<file path="src/rtl/piso_tx_if.sv">
// Parallel-in / serial-out transmitter bus: load/din request side plus serial outputs.
interface piso_tx_if #(
    parameter int WIDTH = 8
);
    logic             load;
    logic [WIDTH-1:0] din;
    logic             ready;
    logic             sout;
    logic             sout_valid;
    logic             done;

    modport master (
        output load,
        output din,
        input  ready,
        input  sout,
        input  sout_valid,
        input  done
    );

    modport slave (
        input  load,
        input  din,
        output ready,
        output sout,
        output sout_valid,
        output done
    );
endinterface

</file>
<file path="src/rtl/piso_tx.sv">
// LSB-first serialiser for one WIDTH-bit word per frame; defining PISO_TX_PARITY_EN
// appends an even-parity bit to every frame.
//
//  state | meaning
//  ------+---------------------------------------------------------------
//  IDLE  | ready high, serial outputs quiet, waiting for load
//  SHIFT | frame in flight; cnt_q holds frame bits still to be sent
module piso_tx #(
    parameter int WIDTH = 8
) (
    input  logic        clk,
    input  logic        rst,
    piso_tx_if.slave    bus
);

`ifdef PISO_TX_PARITY_EN
    localparam int FRAME = WIDTH + 1;
`else
    localparam int FRAME = WIDTH;
`endif
    localparam int CW = $clog2(FRAME + 1);

    if (WIDTH < 2 || WIDTH > 32) begin : g_width_check
        $error("piso_tx: WIDTH out of range 2..32");
    end

    typedef enum logic {
        IDLE  = 1'b0,
        SHIFT = 1'b1
    } state_t;

    state_t           state_q, state_d;
    logic [CW-1:0]    cnt_q, cnt_d;
    logic [WIDTH-1:0] shift_q, shift_d;
    logic             sout_q, sout_d;
    logic             valid_q, valid_d;
    logic             done_q, done_d;
`ifdef PISO_TX_PARITY_EN
    logic             parity_q, parity_d;
`endif

    always_comb begin
        state_d = state_q;
        cnt_d   = cnt_q;
        shift_d = shift_q;
        sout_d  = 1'b0;
        valid_d = 1'b0;
        done_d  = 1'b0;
`ifdef PISO_TX_PARITY_EN
        parity_d = parity_q;
`endif
        case (state_q)
            IDLE: begin
                if (bus.load) begin
                    // bit 0 goes out on the accepting edge itself
                    state_d = SHIFT;
                    shift_d = bus.din >> 1;
                    sout_d  = bus.din[0];
                    valid_d = 1'b1;
                    cnt_d   = CW'(FRAME - 1);
`ifdef PISO_TX_PARITY_EN
                    parity_d = ^bus.din;
`endif
                end
            end
            SHIFT: begin
                if (cnt_q == '0) begin
                    state_d = IDLE;
                    shift_d = '0;
                end else begin
                    valid_d = 1'b1;
                    cnt_d   = cnt_q - CW'(1);
                    done_d  = (cnt_q == CW'(1));
                    sout_d  = shift_q[0];
                    shift_d = shift_q >> 1;
`ifdef PISO_TX_PARITY_EN
                    if (cnt_q == CW'(1)) begin
                        sout_d = parity_q;
                    end
`endif
                end
            end
            default: begin
                state_d = IDLE;
            end
        endcase
    end

    always_ff @(posedge clk or posedge rst) begin
        if (rst) begin
            state_q  <= IDLE;
            cnt_q    <= '0;
            shift_q  <= '0;
            sout_q   <= 1'b0;
            valid_q  <= 1'b0;
            done_q   <= 1'b0;
`ifdef PISO_TX_PARITY_EN
            parity_q <= 1'b0;
`endif
        end else begin
            state_q  <= state_d;
            cnt_q    <= cnt_d;
            shift_q  <= shift_d;
            sout_q   <= sout_d;
            valid_q  <= valid_d;
            done_q   <= done_d;
`ifdef PISO_TX_PARITY_EN
            parity_q <= parity_d;
`endif
        end
    end

    assign bus.ready      = (state_q == IDLE);
    assign bus.sout       = sout_q;
    assign bus.sout_valid = valid_q;
    assign bus.done       = done_q;

endmodule

</file>
<file path="src/flat_wrapper.sv">
// flat-port wrapper written by rule: the top's interface ports become plain ports
module piso_tx_flat 
#(
    parameter int WIDTH = 8
)
  (clk, rst, bus_load, bus_din, bus_ready, bus_sout, bus_sout_valid, bus_done);
  piso_tx_if #(.WIDTH(WIDTH)) bus_i ();
  input  logic clk;
  input  logic rst;
  input wire logic [$bits(bus_i.load)-1:0] bus_load;
  input wire logic [$bits(bus_i.din)-1:0] bus_din;
  output wire logic [$bits(bus_i.ready)-1:0] bus_ready;
  output wire logic [$bits(bus_i.sout)-1:0] bus_sout;
  output wire logic [$bits(bus_i.sout_valid)-1:0] bus_sout_valid;
  output wire logic [$bits(bus_i.done)-1:0] bus_done;
  assign bus_i.load = bus_load;
  assign bus_i.din = bus_din;
  assign bus_ready = bus_i.ready;
  assign bus_sout = bus_i.sout;
  assign bus_sout_valid = bus_i.sout_valid;
  assign bus_done = bus_i.done;
  piso_tx #(.WIDTH(WIDTH)) u_core (.clk(clk), .rst(rst), .bus(bus_i));
endmodule
</file>
<file path="config.mk">
export PLATFORM = sky130hd
export DESIGN_NAME = piso_tx_flat
export DESIGN_NICKNAME = d
export VERILOG_FILES = /design/src/rtl/piso_tx_if.sv /design/src/rtl/piso_tx.sv /design/src/flat_wrapper.sv
export SDC_FILE = /design/constraint.sdc
export NUM_CORES = 1
export LEC_CHECK = 0
export CELL_PAD_IN_SITES_DETAIL_PLACEMENT = 0
export CELL_PAD_IN_SITES_GLOBAL_PLACEMENT = 1
export CORE_MARGIN = 2
export CORE_UTILIZATION = 37
export DETAILED_ROUTE_END_ITERATION = 6
export PLACE_DENSITY = 0.73
export SLEW_MARGIN = 10
export SYNTH_ARGS = -nofsm -noshare
export SYNTH_HDL_FRONTEND = slang
export SYNTH_SLANG_ARGS = --single-unit
export TNS_END_PERCENT = 5
</file>
<file path="constraint.sdc">
create_clock -name clk -period 2.2 [get_ports clk]
set_clock_uncertainty 0.15 [all_clocks]
set_input_delay 0.33 -clock clk [delete_from_list [all_inputs] [get_ports clk]]
set_output_delay 0.33 -clock clk [all_outputs]
set_load 0.02 [all_outputs]
</file>
# == Word level (Yosys, flattened, before mapping) ==
# Index checks and enable logic that the tools add are counted.
# totals
reg_bits,15
out_inout_bits,4
wordCells,26
# op_classes
add_sub_neg,1
eq_ne,3
muxes,14
n_bitwise,1
n_reduce_logical,2
# ops
operator,n
$pmux 8 s2,1
$mux 4,2
$mux 8,1
$pmux 4 s2,1
$mux 7,1
$mux 1,6
$eq 4x1->1 const B,1
$logic_not 4->1,1
$ne 2x2->1 const B,2
$pmux 1 s2,2
$sub 4x1->4 const B,1
$reduce_and 2->1,1
$not 1->1,1

# == Logic depth before layout (Yosys ltp) ==
# Gate-level depths: netlist of run 1.
# depth
depth_word,3
mapped_depth,5
depth_no_buf,5

# == Worst setup path before layout of run 1 ==
# OpenSTA, ideal clock, no wires.
# synth_path
path_type,reg2reg
start,reg u_core.cnt_q[1]
end,reg u_core.cnt_q[3]
setup_time_ps,121
arrival_time_ps,1273
required_ps,1929
slack_ps,656
stages_incl_launch_ff,6
n_path_buf,0
synth_period_minus_slack_ps,1544
cell_sequence,dfrtp_1 > inv_1 > ha_1 > nor3b_4 > nor2_2 > a22o_1
# synth_between
elab_chain_len,3
word_cells_on_any_way,6
# synth_lines
item,line_no,text
"start, declared",piso_tx.sv:33,"logic [CW-1:0] cnt_q, cnt_d;"
"start signal, assigned",piso_tx.sv:102,cnt_q <= cnt_d;
$sub 4x1->4 / $logic_not 4->1 (equally long branches),"piso_tx.sv:72, piso_tx.sv:67",
$mux 4 / $ne 2x2->1 (equally long branches),-,
$pmux 4 s2 / $reduce_and 2->1 (equally long branches),-,
# Parallel ways exist; a longest one is shown, timed or not. The select of a mux whose other input is x is not followed.
# A chain may end at the register's enable or synchronous reset.

==> impl_metrics.py, run 1 <==
metrics = {
    "detailed_routing": {
        "drc": 0,
        "vias": 492,
        "wl_per_cell_um": 13.7,
        "ant_nets": 0,
        "drt-initial-drc-count": 10,
        "routed_wirelength_mm": 1.36,
        "vias_per_cell": 4.97,
        "firstDrtPassIters": 2,
    },
    "outcome": {
        "status": "finished clean",
    },
    "global_routing": {
        "grt_use_total": 0.152,
        "antenna_found_initial": 0,
        "grt_pass1_vias": 480,
        "grt_overflow": 0,
        "grt_max_degree": 15,
        "grt_pass1_wl_mm": 2.17,
    },
    "power_and_ir_drop": {
        "ir_worst_vdd_mv": 0.647,
        "power_density_nw_per_um2": 1250,
        "p_leak_nw": 0.391,
        "power.total_mw": 1.08,
    },
    "cts": {
        "numCtsBuffers": 3,
        "h-tree-depth": 1,
        "root_buffer": "clkbuf_4",
        "post_cts_buffers": 0,
        "cts_tree": "yes",
        "cts_resized": 0,
        "clock-sinks": 14,
        "cts_hold_buf": 0,
        "clkSlewWorstSetupHoldPaths_ps": 80,
        "max-clock-path-buffers": 2,
        "clk_latency_ps": 280,
    },
    "critical_path": {
        "startpoint_type": "flip-flop",
        "r2r_cells": 5,
        "critical_path_class": "flip-flop to output pin",
        "end_kind": "output pin",
        "crit_fanout": 10,
        "arrival_ps": 1570,
        "required_ps": 1720,
        "crit_end": "bus_ready",
        "timing.rr.end": "u_core.cnt_q[3]",
        "crit_path_start": "u_core.bus.sout_valid",
        "r2r-start": "u_core.cnt_q[1]",
        "r2r_setup_slack_ps": 500,
    },
    "yosys": {
        "seq_area_frac_synth": 0.518,
        "synth-seq-cells": 14,
        "synth_cells": 58,
        "yosys_warnings": 0,
        "syn_avg_cell_area_um2": 11.7,
        "synth_nets": 71,
        "synth_area_um2": 677,
        "yosysUniqueCellTypes": 22,
    },
    "die": {
        "core_area_um2": 1730,
        "die-height_um": 46.8,
        "die_area_um2": 2190,
        "ios": 15,
        "rows": 15,
        "initial_utilization": 0.392,
        "dieWidth_um": 46.8,
    },
    "sta": {
        "worst_slew_pin_slew_ps": 563,
        "fmax_ghz": 0.489,
        "final-setup-viol-count": 0,
        "final_hold_viol_count": 0,
        "tns_ps": 0,
        "final.min_clock_period_ps": 2050,
        "finalMaxSlewViolations": 0,
        "rsz0062_at_grt": "no",
        "max_slew_margin": 0.624,
        "period_share": 0.930,
    },
    "cells_and_area": {
        "utilization": 0.503,
        "fillCellCount": 167,
        "final_cell_mix": "clkdlybuf4s50_1 (14), dfrtp_1 (14), mux2i_1 (8)",
        "nets": 89,
        "n_antenna_cell": 0,
        "drive_gt1_frac": 0.122,
        "area_growth_pct": 28.3,
    },
    "flow_run": {
        "maxCapViolCount": 0,
    },
    "placed_design": {
        "hpwlAfterDp_um": 988,
        "gp_congestion": 0.778,
        "port_buffers": 14,
    },
    "worst_hold_path": {
        "hp-class": "primary input to asynchronous set/reset pin",
    },
}
-- routing by layer --
| layer | up-vias | share of wire | track usage |
|---|---|---|---|
| li1 | 245 | - | - |
| met4 | 0 | 0.027 | 0.133 |
| met1 | 232 | 0.50 | 0.186 |
| met5 | - | 0 | 0 |
| met2 | 11 | 0.43 | 0.222 |
| met3 | 4 | 0.040 | 0.0346 |
-- how the worst min path moves through the flow --
stage                            startpoint           endpoint
after floorplan                         rst    u_core.bus.done
after global placement    u_core.shift_q[4]  u_core.shift_q[3]
after detailed placement  u_core.shift_q[5]  u_core.shift_q[4]
after CTS                               rst  u_core.shift_q[2]
after global routing                    rst  u_core.shift_q[2]
final                                   rst  u_core.shift_q[1]
-- critical path, stage by stage, from the launching register on --
cell and delay, ps:
dfrtp_1 520, inv_2 150, clkdlybuf4s50_1 610
-- sequential cells by signal (all words and copies together), names as in the netlist --
name,flops
u_core.bus.done,1
u_core.bus.sout,1
u_core.shift_q,7
u_core.cnt_q,4
u_core.bus.sout_valid,1
-- cell type report --
type                       instances  area [um^2]  share of cell area
clock buffer                       3         22.5              0.0259
multi-input combinational         36          290               0.334
tap                               25         31.3              0.0360
timing repair buffer              16          155               0.179
inverter                           5         18.8              0.0216
sequential                        14          350               0.403
-- cell families (layout without fill, tap and decap cells) --
kind of cell,after synthesis,in the layout,share of synthesized area
AOI/OAI and AO/OA,13,13,0.163
DFF,14,14,0.518
and+or+nand+nor,13,13,0.111
buffers and inverters,8,24,0.0536
muxes,8,8,0.118
adders and majority gates,2,2,0.0370
-- synth_stat cells (all sizes together) --
cell type	instances	area [um^2]
a21oi	1	8.76
a22o	1	8.76
a2bb2oi	1	8.76
buf	3	17.5
dfrtp	14	350
ha	2	25.0
inv	5	18.8
mux2i	8	80.1
nand2	4	15.0
nand4	1	6.26
nor2	4	17.5
nor3	1	5.00
nor3b	1	18.8
nor4	2	12.5
o21bai	1	7.51
o221ai	1	8.76
o22a	1	8.76
o22ai	1	6.26
o2bb2ai	6	52.6
-- power breakdown --
| group | internal (mW) | total (mW) | switching [mW] |
|---|---|---|---|
| combinational | 0.238 | 0.469 | 0.231 |
| clock | 0.0636 | 0.148 | 0.0839 |
| sequential | 0.358 | 0.468 | 0.110 |
-- per-stage QoR --
step	area (um^2)	hold slack, ps	std cells	worst slack [ps]
after detailed placement	846	327	96	466
after CTS	868	248	99	140
final	868	243	99	154
after floorplan	677	69.2	58	656
after global placement	846	313	96	469
after global routing	868	269	99	97.4
Power figures use the tool's default switching activity.
==> run 2, diff against run 1 <==
--- a/config.mk
+++ b/config.mk
@@ -5,13 +5,14 @@
 export SDC_FILE = /design/constraint.sdc
 export NUM_CORES = 1
 export LEC_CHECK = 0
+export CAP_MARGIN = 20
 export CELL_PAD_IN_SITES_DETAIL_PLACEMENT = 0
 export CELL_PAD_IN_SITES_GLOBAL_PLACEMENT = 1
 export CORE_MARGIN = 2
 export CORE_UTILIZATION = 37
 export DETAILED_ROUTE_END_ITERATION = 6
-export PLACE_DENSITY = 0.73
-export SLEW_MARGIN = 10
+export PLACE_DENSITY_LB_ADDON = 0.1
+export SLEW_MARGIN = 20
 export SYNTH_ARGS = -nofsm -noshare
 export SYNTH_HDL_FRONTEND = slang
 export SYNTH_SLANG_ARGS = --single-unit
==> impl_metrics.py, run 2 (same netlist as run 1, synthesis figures left out) <==
metrics = {
    "detailed_routing": {
        "drc": 0,
        "top_layer": "met4",
        "routed_wirelength_mm": 1.21,
        "wl_met2_um": 557,
        "vias": 497,
        "wl_per_cell_um": 12.3,
        "firstDrtPassIters": 3,
        "vias_per_cell": 5.02,
        "wl_met3_um": 50,
        "met1Wirelength_um": 595,
        "ant_nets": 0,
        "drt-initial-drc-count": 3,
    },
    "worst_hold_path": {
        "hp-class": "primary input to asynchronous set/reset pin",
    },
    "power_and_ir_drop": {
        "power_density_nw_per_um2": 1230,
        "p_leak_nw": 0.391,
        "power.total_mw": 1.07,
        "ir_worst_vdd_mv": 0.551,
    },
    "sta": {
        "worst_slew_pin_slew_ps": 525,
        "tns_ps": 0,
        "rsz0062_at_grt": "no",
        "finalMaxSlewViolations": 0,
        "final_hold_viol_count": 0,
        "fmax_ghz": 0.535,
        "final.min_clock_period_ps": 1870,
        "period_share": 0.849,
        "final-setup-viol-count": 0,
        "max_slew_margin": 0.650,
    },
    "die": {
        "core_area_um2": 1730,
        "dieWidth_um": 46.8,
        "initial_utilization": 0.392,
        "rows": 15,
        "die-height_um": 46.8,
        "ios": 15,
        "die_area_um2": 2190,
    },
    "cells_and_area": {
        "final-instance-count-excl-fill": 99,
        "area_growth_pct": 28.3,
        "utilization": 0.503,
        "reg.largest.list": "u_core.shift_q: 7 flops, u_core.cnt_q: 4 flops",
        "final_cell_mix": "clkdlybuf4s50_1 (14), dfrtp_1 (14), mux2i_1 (8)",
        "regMostFlops": "u_core.shift_q",
        "n_antenna_cell": 0,
        "drive_gt1_frac": 0.122,
        "nets": 89,
        "largest_reg_flops": 7,
    },
    "placed_design": {
        "hpwlAfterDp_um": 903,
        "gp_congestion": 0.695,
        "port_buffers": 14,
        "place_inst": 96,
    },
    "outcome": {
        "status": "finished clean",
    },
    "critical_path": {
        "startpoint_type": "flip-flop",
        "crit_fanout": 4,
        "path_cells": "inv_2 -> clkdlybuf4s50_1",
        "critical_path_class": "flip-flop to output pin",
        "cp_top_family": "buffers and inverters",
        "end_kind": "output pin",
        "arrival_ps": 1390,
        "cp_num_buf_inv": 2,
        "cp_slowest_cell": "clkdlybuf4s50_1",
        "cpPeakStageDelay_ps": 600,
        "required_ps": 1720,
    },
    "cts": {
        "cts_tree": "yes",
        "clock-sinks": 14,
        "clk_latency_ps": 270,
        "cts_hold_buf": 0,
        "post_cts_buffers": 0,
        "cts_resized": 0,
        "root_buffer": "clkbuf_4",
        "clkSlewWorstSetupHoldPaths_ps": 80,
        "max-clock-path-buffers": 2,
        "numCtsBuffers": 3,
        "h-tree-depth": 1,
    },
    "flow_run": {
        "maxCapViolCount": 0,
    },
    "global_routing": {
        "grt_pass1_wl_mm": 2.01,
        "grt_overflow": 0,
        "grt_pass1_vias": 457,
        "antenna_found_initial": 0,
        "grt_max_degree": 15,
        "grt_use_total": 0.134,
    },
}
## run 2: cell counts in the layout (fill, tap and decap cells not counted)
Identical to the previous run, type by type.
## run 2: worst register-to-register path: stages (launching register included)
cell and delay, ps:
dfrtp_1 450, inv_1 80, ha_1 210, nor3b_4 350, mux2i_1 240, a2bb2oi_1 180
## run 2: area by class of cell
cell class / instances / area (um^2)
tap: 25 / 31.3
clock buffer: 3 / 22.5
fill: 174 / 858
sequential: 14 / 350
inverter: 5 / 18.8
timing repair buffer: 16 / 155
multi-input combinational: 36 / 290
## run 2: final timing paths
kind                                        from                end  slack, ps  depth (start not counted)
min in group clk               u_core.shift_q[3]  u_core.shift_q[2]        340                          1
max                        u_core.bus.sout_valid          bus_ready        330                          2
max reg2reg                      u_core.cnt_q[0]    u_core.cnt_q[1]        470                          5
min reg2reg                    u_core.shift_q[3]  u_core.shift_q[2]        340                          1
max in group asynchronous                    rst  u_core.shift_q[2]       1320                          2
min                                          rst    u_core.bus.sout        230                          2
## run 2: metrics by stage
stage / hold slack, ps / area (um^2) / setup slack [ps]
after detailed placement: 324 / 846 / 474
final: 234 / 868 / 331
after global placement: 321 / 846 / 460
after global routing: 309 / 868 / 268
after floorplan: 69.2 / 677 / 656
after CTS: 253 / 868 / 316
## run 2: routing by layer
layer | vias up | global-route usage
li1 | 247 | -
met1 | 238 | 0.184
met2 | 10 | 0.197
met3 | 2 | 0.0346
met4 | 0 | 0.0667
met5 | - | 0
## run 2: where the power goes
part	internal (mW)	leakage (nW)	switching, mW
Combinational	0.238	0.198	0.244
Clock	0.0633	0.0138	0.0779
Sequential	0.358	0.179	0.0889
==> run 3, diff against run 2 <==
--- a/config.mk
+++ b/config.mk
@@ -9,7 +9,7 @@
 export CELL_PAD_IN_SITES_DETAIL_PLACEMENT = 0
 export CELL_PAD_IN_SITES_GLOBAL_PLACEMENT = 1
 export CORE_MARGIN = 2
-export CORE_UTILIZATION = 37
+export CORE_UTILIZATION = 33
 export DETAILED_ROUTE_END_ITERATION = 6
 export PLACE_DENSITY_LB_ADDON = 0.1
 export SLEW_MARGIN = 20
==> constraint.sdc (replaced) <==
create_clock -name clk -period 1.6 [get_ports clk]
set_clock_uncertainty 0.15 [all_clocks]
set_input_delay 0.24 -clock clk [delete_from_list [all_inputs] [get_ports clk]]
set_output_delay 0.24 -clock clk [all_outputs]
set_load 0.02 [all_outputs]
==> impl_metrics.py, run 3 (same netlist as run 1, synthesis figures left out) <==
metrics = {
    "sta": {
        "final_hold_viol_count": 0,
        "worst_slew_pin_slew_ps": 308,
        "max_slew_margin": 0.795,
        "rsz0062_at_grt": "yes",
        "finalWorstSetupSlack_ps": 55.4,
        "period_share": 0.965,
        "fmax_ghz": 0.647,
        "final-setup-viol-count": 0,
        "final.min_clock_period_ps": 1540,
        "finalMaxSlewViolations": 0,
    },
    "detailed_routing": {
        "drt-initial-drc-count": 10,
        "wl_per_cell_um": 12.1,
        "vias": 549,
        "firstDrtPassIters": 4,
        "ant_nets": 0,
        "drc": 0,
        "routed_wirelength_mm": 1.37,
        "vias_per_cell": 4.86,
    },
    "critical_path": {
        "timing.rr.end": "u_core.cnt_q[1]",
        "startpoint_type": "flip-flop",
        "r2r-start": "u_core.cnt_q[1]",
        "required_ps": 1660,
        "cp_top_family": "flip-flops",
        "cp_num_buf_inv": 1,
        "cpPeakStageDelay_ps": 400,
        "path_cells": "inv_2 -> ha_4 -> nor3b_4 -> mux2i_1 -> a2bb2oi_1",
        "cp_slowest_cell": "dfrtp_1",
        "crit_path_start": "u_core.cnt_q[1]",
        "worstSetupPathDepth": 5,
        "arrival_ps": 1600,
        "end_kind": "flip-flop",
        "r2r_setup_slack_ps": 60,
        "critical_path_class": "flip-flop to flip-flop",
        "r2r_cells": 5,
        "crit_fanout": 5,
        "crit_end": "u_core.cnt_q[1]",
    },
    "cells_and_area": {
        "utilization": 0.502,
        "fillCellCount": 200,
        "n_antenna_cell": 0,
        "reg.largest.list": "u_core.shift_q: 7 flops, u_core.cnt_q: 4 flops",
        "nets": 100,
        "final_cell_mix": "dfrtp_1 (14), buf_4 (13), clkdlybuf4s50_1 (10)",
        "largest_reg_flops": 7,
        "drive_gt1_frac": 0.279,
        "area_growth_pct": 44.0,
        "final_common_cell": "dfrtp_1",
        "regMostFlops": "u_core.shift_q",
    },
    "cts": {
        "h-tree-depth": 1,
        "numCtsBuffers": 3,
        "max-clock-path-buffers": 2,
        "clock-sinks": 14,
        "clkSlewWorstSetupHoldPaths_ps": 90,
        "root_buffer": "clkbuf_4",
        "clk_latency_ps": 270,
        "cts_tree": "yes",
        "cts_hold_buf": 0,
    },
    "global_routing": {
        "grt_pass1_vias": 532,
        "grt_max_degree": 16,
        "antenna_found_initial": 0,
        "grt_pass1_wl_mm": 2.37,
        "grt_overflow": 0,
        "grt_use_total": 0.130,
    },
    "worst_hold_path": {
        "hp-class": "primary input to asynchronous set/reset pin",
    },
    "flow_run": {
        "maxCapViolCount": 0,
    },
    "placed_design": {
        "place_ws_ps": 61.1,
        "gp_congestion": 0.761,
        "port_buffers": 14,
        "hpwlAfterDp_mm": 1.00,
    },
    "outcome": {
        "status": "finished clean",
    },
    "power_and_ir_drop": {
        "power_density_nw_per_um2": 1740,
        "ir_worst_vdd_mv": 1.00,
        "p_leak_nw": 0.460,
    },
    "die": {
        "initial_utilization": 0.349,
        "rows": 16,
        "die_area_um2": 2430,
        "core_area_um2": 1940,
        "dieWidth_um": 49.3,
        "ios": 15,
        "die-height_um": 49.3,
    },
}
## run 3: cell types whose count changed in the layout (fill, tap and decap cells not counted)
cell             change
ha_1                 -1
inv_1                -2
buf_4               +11
ha_4                 +1
dlygate4sd2_1        +4
inv_2                +2
clkbuf_8             +1
clkdlybuf4s50_1      -4
## run 3: cell type report
class / count / area (um^2) / share of cell area
clock buffer: 4 / 36.3 / 0.0372
sequential: 14 / 350 / 0.359
multi-input combinational: 36 / 303 / 0.311
timing repair buffer: 27 / 233 / 0.239
tap: 27 / 33.8 / 0.0347
inverter: 5 / 18.8 / 0.0193
## run 3: worst min path at each step
stage | endpoint | slack [ps] | start
after global placement | u_core.shift_q[1] | 310 | u_core.shift_q[2]
after CTS | u_core.shift_q[0] | 100 | rst
after global routing | u_core.bus.sout | 130 | rst
after floorplan | u_core.bus.done | -20 | rst
final | u_core.bus.sout | 100 | rst
after detailed placement | u_core.shift_q[0] | 320 | u_core.shift_q[1]
## run 3: worst register-to-register path, cell delays in order, from the launching register on
cell	delay (ps)
dfrtp_1	400
inv_2	80
ha_4	130
nor3b_4	300
mux2i_1	240
a2bb2oi_1	170
## run 3: what timing repair did
action,in CTS,in global routing
endpoints found under the setup margin,4,2
pin swaps,0,2
gates resized for setup,4,4
setup buffers,0,2
gates cloned,0,0
## run 3: per-layer routing
| layer | part of all wire | GRT usage |
|---|---|---|
| met5 | 0 | 0 |
| met4 | 0.010 | 0.0571 |
| met3 | 0.037 | 0.0184 |
| met2 | 0.47 | 0.216 |
| met1 | 0.48 | 0.167 |
## run 3: power breakdown
part / leakage, nW / switching (mW) / total (mW) / internal [mW]
Clock: 0.0210 / 0.116 / 0.254 / 0.138
Sequential: 0.179 / 0.0809 / 0.574 / 0.493
Combinational: 0.260 / 0.425 / 0.866 / 0.441
## run 3: stage by stage
| step | cells | setup TNS, ps | hold WS (ps) | area, um^2 | power (mW) |
|---|---|---|---|---|---|
| 2_1_floorplan | 58 | 0 | -20.8 | 677 | 1.09 |
| 3_3_place_gp | 107 | 0 | 315 | 916 | 1.42 |
| 3_5_place_dp | 107 | 0 | 317 | 916 | 1.42 |
| 4_1_cts | 111 | 0 | 99.2 | 947 | 1.65 |
| 5_1_grt | 113 | -50.7 | 134 | 975 | 1.86 |
| 6_report | 113 | 0 | 103 | 975 | 1.69 |
